<file path="config.mk">
export PLATFORM = sky130hd
export DESIGN_NAME = clock_step_ctrl
export DESIGN_NICKNAME = d
export VERILOG_FILES = /design/src/rtl/proc_pkg.sv /design/src/rtl/button_debounce.sv /design/src/rtl/clock_step_ctrl.sv
export SDC_FILE = /design/constraint.sdc
export NUM_CORES = 1
export LEC_CHECK = 0
export ABC_AREA = 1
export CORE_MARGIN = 2
export CORE_UTILIZATION = 35
export DETAILED_ROUTE_END_ITERATION = 12
export GPL_TIMING_DRIVEN = 0
export HOLD_SLACK_MARGIN = 0.03
export SLEW_MARGIN = 20
export SYNTH_ARGS = -nofsm -noshare
export SYNTH_HDL_FRONTEND = slang
export SYNTH_HIERARCHICAL = 1
export SYNTH_SLANG_ARGS = --single-unit
</file>
<file path="constraint.sdc">
create_clock -name clock -period 2.45 [get_ports clock]
set_input_delay 0.3675 -clock clock [delete_from_list [all_inputs] [get_ports clock]]
set_output_delay 0.3675 -clock clock [all_outputs]
set_load 0.005 [all_outputs]
</file>
<file path="src/rtl/proc_pkg.sv">
// Shared processor constants: stalling opcodes and the step controller state set.
package proc_pkg;
  localparam logic [5:0] OP_IN   = 6'h1A;
  localparam logic [5:0] OP_HALT = 6'h3F;

  typedef enum logic [1:0] {
    RUN     = 2'd0,
    IO_WAIT = 2'd1,
    HALT    = 2'd2
  } state_t;
endpackage

</file>
<file path="src/rtl/button_debounce.sv">
// Synchronises an active-low push-button, debounces it, and emits a one-cycle
// pulse on each accepted press (release is silent).
module button_debounce #(
  parameter int DEB_CYCLES = 500000
) (
  input  logic clock,
  input  logic reset,
  input  logic i_btn_n,
  output logic o_press
);
  localparam int            CW   = (DEB_CYCLES > 1) ? $clog2(DEB_CYCLES) : 1;
  localparam logic [CW-1:0] LAST = CW'(DEB_CYCLES - 1);

  logic          r_s1, r_s2, r_deb, r_deb_d, r_press;
  logic [CW-1:0] r_cnt;
  logic          w_diff;

  assign w_diff  = r_s2 ^ r_deb;
  assign o_press = r_press;

  always_ff @(posedge clock or negedge reset) begin
    if (!reset) begin
      r_s1    <= 1'b1;
      r_s2    <= 1'b1;
      r_deb   <= 1'b1;
      r_deb_d <= 1'b1;
      r_press <= 1'b0;
      r_cnt   <= '0;
    end else begin
      r_s1    <= i_btn_n;
      r_s2    <= r_s1;
      r_deb_d <= r_deb;
      // falling edge of the accepted level only; release produces nothing
      r_press <= r_deb_d & ~r_deb;
      if (!w_diff) begin
        r_cnt <= '0;
      end else if (r_cnt == LAST) begin
        r_deb <= r_s2;
        r_cnt <= '0;
      end else begin
        r_cnt <= r_cnt + 1'b1;
      end
    end
  end
endmodule

</file>
<file path="src/rtl/clock_step_ctrl.sv">
// Processor advance-pulse generator: free-run divider, single-step on button,
// and stalls on input/halt opcodes until the operator presses enter.
module clock_step_ctrl import proc_pkg::*; #(
  parameter int              DIV_W       = 26,
  parameter int              DIV_DEFAULT = 25000000,
  parameter int              DEB_CYCLES  = 500000,
  parameter int              OP_W        = 6,
  parameter logic [OP_W-1:0] OP_IN       = proc_pkg::OP_IN,
  parameter logic [OP_W-1:0] OP_HALT     = proc_pkg::OP_HALT
) (
  input  logic             clock,
  input  logic             reset,
  input  logic             enter,
  input  logic             step_mode,
  input  logic             resume,
  input  logic             div_load,
  input  logic [DIV_W-1:0] div_value,
  input  logic [OP_W-1:0]  opcode,
  output logic             clk_en,
  output logic             waiting,
  output logic             halted,
  output logic             press
);
  localparam logic [DIV_W-1:0] DIV_MIN = DIV_W'(2);
  localparam logic [DIV_W-1:0] DIV_RST = (DIV_DEFAULT < 2) ? DIV_MIN : DIV_W'(DIV_DEFAULT);

  state_t           r_state;
  logic             r_clk_en, r_chk;
  logic [DIV_W-1:0] r_div, r_cnt;
  logic             w_press, w_stall, w_run, w_tick;
  logic [DIV_W-1:0] w_div_new;

  button_debounce #(.DEB_CYCLES(DEB_CYCLES)) u_enter (
    .clock   (clock),
    .reset   (reset),
    .i_btn_n (enter),
    .o_press (w_press)
  );

  // r_chk marks the cycle after an advance, when the new opcode is valid
  assign w_stall   = r_chk && (r_state == RUN) && (opcode == OP_IN || opcode == OP_HALT);
  assign w_run     = (r_state == RUN) && !step_mode && !w_stall;
  assign w_tick    = w_run && !div_load && (r_cnt == r_div - 1'b1);
  assign w_div_new = (div_value < DIV_MIN) ? DIV_MIN : div_value;

  always_ff @(posedge clock or negedge reset) begin
    if (!reset) begin
      r_div <= DIV_RST;
      r_cnt <= '0;
    end else if (div_load) begin
      r_div <= w_div_new;
      r_cnt <= '0;
    end else if (!w_run || w_tick) begin
      r_cnt <= '0;
    end else begin
      r_cnt <= r_cnt + 1'b1;
    end
  end

  always_ff @(posedge clock or negedge reset) begin
    if (!reset) begin
      r_state  <= RUN;
      r_clk_en <= 1'b0;
      r_chk    <= 1'b0;
    end else begin
      r_chk    <= r_clk_en;
      r_clk_en <= 1'b0;
      case (r_state)
        RUN: begin
          // opcode check wins over a coincident press or tick
          if (w_stall)
            r_state <= (opcode == OP_HALT) ? HALT : IO_WAIT;
          else
            r_clk_en <= step_mode ? w_press : w_tick;
        end
        IO_WAIT: begin
          if (w_press) begin
            r_state  <= RUN;
            r_clk_en <= 1'b1;
          end
        end
        HALT: begin
          if (w_press && resume) r_state <= RUN;
        end
        default: r_state <= RUN;
      endcase
    end
  end

  assign clk_en  = r_clk_en;
  assign waiting = (r_state == IO_WAIT);
  assign halted  = (r_state == HALT);
  assign press   = w_press;
endmodule

</file>
==> out/summary.txt <==
CTS buffer count: 9
Port Buffer Count: 41
IO Pins: 42
Slew Limit Fails: 0
CTS root buf: clkbuf_16
Core Rows: 44
Placed Area: 5750 um2
Worst Setup Path Type: reg2reg
Worst setup EP type: flop
Initial Util: 35.4%
Worst EP arrival: 2490 ps
Max Freq: 0.442 GHz
Post-Synth Simple-Gate Area: 40.8%
Status: complete, no violations
Area leader, netlist: dfrtp_1
First-pass detailed-route iteration total: 5
Register area share after synthesis: 39.8%
Power consumption: 3.19 mW
WL final: 11.9 mm
Die area: 15500 um2
Setup TNS: 0 ps
Vias in the first global route: 4267
Die W: 125 um
Headroom to the max-slew limit: 45.5%
Mux contribution to synthesized area: 0%
Adder-cell share of the synthesized area: 0.738%
Mapped Nets: 753
Total core area: 14400 um2
Clock transition at the registers of the reported paths: 60 ps
Share of the synthesized area in the top cell type: 31.5%
Grt total ovfl: 0
Worst-path cell chain: inv_2 -> ha_4 -> nand3_4 -> nor2_4 -> nand2_1 -> nand2_1 -> nand2_1 -> nor2_1 -> nand2_1 -> nor2_1 -> nand2_1 -> nor2_2 -> nand3_4 -> nand2_4 -> buf_6 -> nor2_1
Max-Cap Viols: 0
Post-Synthesis Cells: 712
Max Root-Sink Buffers: 2
Worst Tran Pin Value: 811 ps
Placed insts: 938
Synth Register Bits: 80
First-pass GRT wire length: 20.5 mm
CP Buf/Inv Count: 2
Power Density: 522 nW/um2
Fin area: 6120 um2
Utilization after layout: 42.6%
Post-route setup slack: 189 ps
Area Overhead vs Synth: 20.4%
Tcrit/Tclk final: 92.3%
Placement Setup Slack: -99.2 ps
Worst skew pair latency: 340 ps
Post-route ant nets: 0
Main combinational cell family by area after synthesis: simple AND/OR/NAND/NOR gates
Most frequent cells in the layout: nand2_1, nor2_1, inv_1
Post-Syn Area: 5080 um2
Sink Count: 80
Critical-path maximum fanout: 10
ANT cells: 0
Detailed placer's ending HPWL: 9.16 mm
Final RePlAce weighted congestion: 0.836
Largest net degree at the start of global routing: 55
Final min period: 2260 ps
Req. time, crit path: 2680 ps
HP Class: reg2reg
CP most frequent cell: nand2_1
Clock Skew: 7.87 ps
Die Height: 125 um
DR iter-0 viols: 297
Worst hold slack: 360 ps
GRT Overall Usage: 16.3%
Family with the most delay on the worst path: simple AND/OR/NAND/NOR gates
H-tree levels: 3
Xor/xnor cell area share of the yosys netlist: 6.62%
CTS tree: yes
Vias per cell: 4.55
Standby leakage power: 2.74 nW
Final Non-Filler Cells: 960
# DRC: 0
Commonest non-fill, non-tap cell in the layout: nand2_1
Nets: 812
Share of layout cells above drive strength 1: 12.6%
Final setup fails: 0
Avg Cell Area, Syn: 7.14 um2
Unrepaired setup endpoints after global routing: true
Crit path largest cell delay: 400 ps
Worst vdd rail ir drop: 0.000244 V
Initial antenna violation count: 0
Final hold vios: 0
Area contributors post-synth: dfrtp_1, nand2_1, nor2_1, dfstp_2, inv_1
Yosys warns: 6
Wire length per cell: 12.4 um
Startpoint types: flop
Vias after detailed routing: 4365
Count of unique library cells instantiated by Yosys: 39
Complex-gate fraction of the synthesized area: 4.73%
Slowest CP cell: dfrtp_1
-- sequential cells by signal, summed over array words and instances, names as in the netlist --
register,flops
clk_en,1
r_cnt,26
u_enter/r_deb,1
u_enter/r_cnt,19
u_enter/r_s1,1
r_state,2
r_chk,1
u_enter/r_deb_d,1
u_enter/o_press,1
r_div,26
u_enter/r_s2,1
-- worst reg2reg max path: stages (launching register included) --
cell and delay, ps:
dfrtp_1 400, inv_2 90, ha_4 160, nand3_4 130, nor2_4 240, nand2_1 80
nand2_1 70, nand2_1 50, nor2_1 90, nand2_1 80, nor2_1 80, nand2_1 60
nor2_2 140, nand3_4 130, nand2_4 120, buf_6 160, nor2_1 50
-- kinds of logic (layout without fill, tap and decap cells) --
kind of cell | Yosys count | count (layout)
and+or+nand+nor | 451 | 451
buffers and inverters | 96 | 160
DFF | 80 | 80
AOI/OAI and AO/OA | 46 | 46
xor gates and xnor gates | 36 | 36
adders and majority gates | 3 | 3
-- Yosys cell counts, drive strengths merged --
library cell and count:
nor3 9, o31ai 1, dfrtp 64, clkbuf 5, nand2 202, nor2 153
nor3b 2, o21ai 35, clkinv 1, nor4 2, o22ai 1, buf 2
xnor2 9, nand4 18, o21a 1, nand3 58, ha 3, dfstp 16
xor2 26, a21oi 5, or2 2, xnor3 1, inv 88, a31oi 3
nand3b 5
-- worst paths after layout --
kind | startpoint | to | slack, ps | cells past startpoint
max | r_div[1] | r_cnt[2] | 190 | 16
min | u_enter/r_s1 | u_enter/r_s2 | 360 | 0
max reg2reg | r_div[1] | r_cnt[2] | 190 | 16
min reg2reg | u_enter/r_s1 | u_enter/r_s2 | 360 | 0
max in group asynchronous | reset | u_enter/r_deb_d | 1320 | 3
min in group asynchronous | reset | r_div[2] | 480 | 2
-- cell type report --
class / instances / area [um2]
buffer: 7 / 41.3
inverter: 89 / 334
sequential: 80 / 2020
timing repair buffer: 48 / 483
clock buffer: 11 / 233
multi-input combinational: 536 / 2720
clock inverter: 5 / 57.6
tap: 184 / 230
fill: 1502 / 8250
-- what timing repair did --
item                       4_1_cts  5_1_grt
hold endpoints to repair        14        0
setup endpoints to repair       20       21
gates resized for setup          3        9
setup buffers                    0        5
hold buffers                     1        0
pin swaps                        1        3
-- per-layer routing --
metal	wire (um)	GRT usage [%]
met3	415	2.49
met1	5870	22.0
met2	5270	26.1
met4	327	7.14
met5	0	0
-- where the power goes --
part           internal (mW)  leakage [nW]  total, mW  switching (mW)
Combinational          0.171          1.59      0.411           0.240
Sequential              1.38          1.03       1.44          0.0530
Clock                  0.788         0.132       1.35           0.558
(Power assumes the default switching activity.)
